## config.mk

```make
export PLATFORM = sky130hd
export DESIGN_NAME = mem_arbiter
export DESIGN_NICKNAME = d
export VERILOG_FILES = /design/src/rtl/mem_arbiter.sv
export SDC_FILE = /design/constraint.sdc
export NUM_CORES = 1
export LEC_CHECK = 0
export ABC_AREA = 0
export CAP_MARGIN = 5
export CELL_PAD_IN_SITES_DETAIL_PLACEMENT = 1
export CELL_PAD_IN_SITES_GLOBAL_PLACEMENT = 1
export CORE_MARGIN = 3
export CORE_UTILIZATION = 33
export DETAILED_ROUTE_END_ITERATION = 12
export GPL_ROUTABILITY_DRIVEN = 0
export GPL_TIMING_DRIVEN = 0
export MAX_ROUTING_LAYER = met4
export PLACE_DENSITY = 0.82
export SYNTH_ARGS = -nofsm -noshare
export SYNTH_HDL_FRONTEND = slang
export SYNTH_SLANG_ARGS = --single-unit
```

## constraint.sdc

```tcl
create_clock -name i_clk -period 2.73 [get_ports i_clk]
set_input_delay 0.273 -clock i_clk [delete_from_list [all_inputs] [get_ports i_clk]]
set_output_delay 0.273 -clock i_clk [all_outputs]
set_load 0.1 [all_outputs]
```

## src/rtl/mem_arbiter.sv

```systemverilog
// Two-master arbiter: shares one memory bus between the I-cache refill port and
// the data-memory port. Round-robin on ties, one transaction in flight, optional DM lock.
module mem_arbiter #(
  parameter int         XLEN  = 32,
  parameter logic [2:0] IC_F3 = 3'b010
) (
  input  logic            i_clk,
  input  logic            i_rst,
  input  logic            i_ic_req,
  input  logic [XLEN-1:0] i_ic_addr,
  output logic [XLEN-1:0] o_ic_data,
  output logic            o_ic_ready,
  input  logic            i_dm_req,
  input  logic            i_dm_wen,
  input  logic [XLEN-1:0] i_dm_addr,
  input  logic [XLEN-1:0] i_dm_wd,
  input  logic [2:0]      i_dm_f3,
  input  logic            i_dm_lock,
  output logic [XLEN-1:0] o_dm_rdata,
  output logic            o_dm_ready,
  output logic            o_mem_req,
  output logic            o_mem_wen,
  output logic [XLEN-1:0] o_mem_addr,
  output logic [XLEN-1:0] o_mem_wd,
  output logic [2:0]      o_mem_f3,
  input  logic            i_mem_ready,
  input  logic [XLEN-1:0] i_mem_rdata
);

  typedef enum logic [1:0] {IDLE, IC_BUSY, DM_BUSY, RESP} state_e;
  typedef enum logic {GNT_IC, GNT_DM} side_e;

  state_e          state_q, state_d;
  side_e           last_q;
  logic            lock_q, dm_lock_q;
  logic [XLEN-1:0] addr_q, wd_q, ic_data_q, dm_data_q;
  logic [2:0]      f3_q;
  logic            wen_q;
  logic            grant_ic, grant_dm;

  // Grants are only made from IDLE; a held lock shuts the I-cache out entirely.
  always_comb begin
    // NOTE: every combinational output gets a default first so no path leaves it unassigned (no latch).
    grant_ic = 1'b0;
    grant_dm = 1'b0;
    if (state_q == IDLE) begin
      if (lock_q) begin
        grant_dm = i_dm_req;
      end else if (i_ic_req && i_dm_req) begin
        grant_ic = (last_q == GNT_DM);
        grant_dm = (last_q == GNT_IC);
      end else begin
        grant_ic = i_ic_req;
        grant_dm = i_dm_req;
      end
    end
  end

  always_comb begin
    state_d = state_q;
    case (state_q)
      IDLE: begin
        if (grant_ic)      state_d = IC_BUSY;
        else if (grant_dm) state_d = DM_BUSY;
      end
      IC_BUSY, DM_BUSY: if (i_mem_ready) state_d = RESP;
      RESP:             state_d = IDLE;
      default:          state_d = IDLE;
    endcase
  end

  always_ff @(posedge i_clk or negedge i_rst) begin
    // NOTE: sequential state uses non-blocking assignments so all registers update together at the edge.
    if (!i_rst) state_q <= IDLE;
    else        state_q <= state_d;
  end

  always_ff @(posedge i_clk or negedge i_rst) begin
    if (!i_rst) begin
      last_q    <= GNT_IC;
      lock_q    <= 1'b0;
      dm_lock_q <= 1'b0;
      addr_q    <= '0;
      wd_q      <= '0;
      f3_q      <= '0;
      wen_q     <= 1'b0;
      ic_data_q <= '0;
      dm_data_q <= '0;
    end else begin
      if (grant_ic) begin
        addr_q <= i_ic_addr;
        wd_q   <= '0;
        f3_q   <= IC_F3;
        wen_q  <= 1'b0;
        last_q <= GNT_IC;
      end else if (grant_dm) begin
        addr_q    <= i_dm_addr;
        wd_q      <= i_dm_wd;
        f3_q      <= i_dm_f3;
        wen_q     <= i_dm_wen;
        last_q    <= GNT_DM;
        dm_lock_q <= i_dm_lock;
      end
      if (i_mem_ready && state_q == IC_BUSY) ic_data_q <= i_mem_rdata;
      // Lock takes effect once the atomic's access completes and persists until a non-locked DM access completes.
      if (i_mem_ready && state_q == DM_BUSY) begin
        dm_data_q <= i_mem_rdata;
        lock_q    <= dm_lock_q;
      end
    end
  end

  assign o_mem_req  = (state_q == IC_BUSY) || (state_q == DM_BUSY);
  assign o_mem_wen  = wen_q;
  assign o_mem_addr = addr_q;
  assign o_mem_wd   = wd_q;
  assign o_mem_f3   = f3_q;
  assign o_ic_ready = (state_q == RESP) && (last_q == GNT_IC);
  assign o_dm_ready = (state_q == RESP) && (last_q == GNT_DM);
  assign o_ic_data  = ic_data_q;
  assign o_dm_rdata = dm_data_q;

endmodule

```

==> impl_metrics.toml <==
[detailed_routing]
drc = 0
1st_iter_drt_viols = 118
drtPass1Iterations = 4
route.antenna.remaining_nets = 0
detail_route.wirelength_um = 18300
average_vias_per_placed_instance = 4.89
wire_per_inst_um = 20.8
via_count = 4302

[setup_path]
timing.critical_path.fanout_max = 4
critPathLaunchType = "flop"
cp_data_required_time_ns = 2.46
cp_data_arrival_time_ns = 2.38
crit_type = "reg -> out"
timing.rr.start = "state_q[0]"
worst_setup_path_end_kind = "output port"
critical_path.startpoint = "state_q[1]"

[synth]
postSynthRegisterBits = 137
synth.cell_area_mm2 = 0.00540
syn_area_per_cell_um2 = 15.0
synth-warning-count = 0
synth.yosys.seq_area_share_pct = 63.5
synthesized_netlist_net_count = 502
synth_cell_types = 24
synth_instances = 359

[clock_tree]
clock-sinks = 137
clockBufferDepth = 2
clkSlewWorstSetupHoldPaths_ns = 0.06
numCtsBuffers = 17
clock_latency_ns = 0.41
tritoncts_clock_tree = "built"
cts_max_level = 4
cts_root_buffer = "clkbuf_16"

[floorplan]
floorplan.initialDensity_pct = 33.8
fp.dieH_um = 134
dieWidth_um = 134
floorplan.die_area_mm2 = 0.0179
floorplan.rows = 46
core_mm2 = 0.0159
pin_count = 273

[sta]
rsz0062_at_grt = "false"
hold_violations = 0
final_min_period_ns = 2.65
slew-limit-headroom_pct = 29.9
slew_viol_final = 0
worst_clock_skew_ns = 0.00699
final.period_utilization_pct = 97.2
achievable-frequency_mhz = 377
setup_viol = 0
tightestPinTransition_ns = 1.05

[status]
outcome = "finished clean"

[global_routing]
track_usage_pct = 21.1
overflow = 0
antenna_violations_before_repair = 0
grt_pass1_wl_um = 28400
first_global_vias = 5086
grt_start_max_net_pins = 83

[layout]
layout_common_cells = "clkdlybuf4s50_1, dfrtp_1, mux2_2, a22o_1"
finalNonFillerCells = 880
post-route-util_pct = 56.6
layout-drive-gt1-share_pct = 18.5
layout_commonest_cell = "clkdlybuf4s50_1"
nNetsFinal = 795
flow.area_growth_from_synthesis_pct = 67.1
n_antenna_cell = 0

[place]
place.port_buffers = 272
hpwl_um = 13900
dp_cells = 848

[run]
maxCapViolations = 0

[min_path]
holdCritPathClass = "in -> async"
[state kept, by name, summed over array words and instances (netlist names)]
name and cells:
o_dm_rdata 32, o_ic_data 32, o_mem_addr 32, o_mem_wd 32
o_mem_f3 3, state_q 2, dm_lock_q 1, last_q 1
lock_q 1, o_mem_wen 1
[layout make-up]
| cell class | instances | area [µm²] |
|---|---|---|
| Tap cell | 216 | 270 |
| Buffer | 27 | 168 |
| Sequential cell | 137 | 3430 |
| Inverter | 6 | 22.5 |
| Clock buffer | 24 | 502 |
| Fill cell | 1591 | 6930 |
| Multi-Input combinational cell | 189 | 1780 |
| Timing Repair Buffer | 274 | 2760 |
| Clock inverter | 7 | 90.1 |
[worst paths after layout]
kind | endpoint | slack (ns) | depth (start not counted)
worst max register to register | dm_lock_q | 0.78 | 6
worst max-delay path | o_ic_ready | 0.08 | 3
max in group asynchronous | o_dm_rdata[3] | 1.50 | 3
worst min-delay path | o_mem_wd[18] | 0.46 | 2
worst min register to register | o_mem_f3[0] | 0.50 | 1
min in group i_clk | o_mem_wd[13] | 0.46 | 2
[synthesized netlist by cell type, drive strengths merged]
| cell | n | area (µm²) |
|---|---|---|
| nand2 | 3 | 11.3 |
| a221o | 32 | 320 |
| inv | 6 | 22.5 |
| clkbuf | 6 | 22.5 |
| mux2 | 67 | 754 |
| a22oi | 1 | 7.51 |
| dfrtp | 137 | 3430 |
| nor2b | 3 | 21.3 |
| nor2 | 1 | 3.75 |
| a31oi | 2 | 12.5 |
| a22o | 35 | 307 |
| a21oi | 1 | 8.76 |
| o32a | 1 | 10.0 |
| and3b | 1 | 8.76 |
| buf | 21 | 145 |
| mux2i | 2 | 20.0 |
| o21ai | 1 | 8.76 |
| ha | 5 | 62.6 |
| nand2b | 1 | 13.8 |
| and3 | 32 | 200 |
| and2 | 1 | 6.26 |
[per-layer routing]
metal | up-vias | wire length [µm] | GRT usage, %
met5 | - | 0 | -
met4 | 0 | 481 | 7.71
met3 | 35 | 1050 | 5.55
met2 | 171 | 9720 | 37.0
met1 | 2158 | 7050 | 23.1
li1 | 1938 | - | -
[per-stage QoR]
step                      TNS (ns)  hold WS [ns]  setup WS (ns)  cell area, µm²
final                            0         0.463         0.0756            9020
after global routing             0         0.457         0.0126            9020
after CTS                        0         0.448         0.0473            9020
after detailed placement         0         0.385          0.404            8420
after global placement     -526.02         0.484          -3.85            8390
after floorplan                  0       -0.0226          0.589            5400
[cells by family (layout without fill, tap and decap cells)]
family / count (synthesis) / in the layout / synth area share (%)
simple gates: 42 / 42 / 4.92
compound gates: 73 / 73 / 12.5
buf+inv: 33 / 338 / 3.53
flops: 137 / 137 / 63.5
mux: 69 / 69 / 14.4
fa+ha+maj: 5 / 5 / 1.16
[worst max-delay path, cell delays in order (launching register included)]
cell	delay, ns
dfrtp_1	0.39
ha_1	0.20
nor2b_1	0.17
clkdlybuf4s50_1	1.20
[timing repair]
action,4_1_cts,5_1_grt
resized for setup,1,0
setup buffers,0,0
setup endpoints to repair,1,0
hold buffers,1,0
hold endpoints to repair,81,0
Power is not shown: default switching activity piles up to over one toggle a cycle in this logic, so the estimate is an artifact.
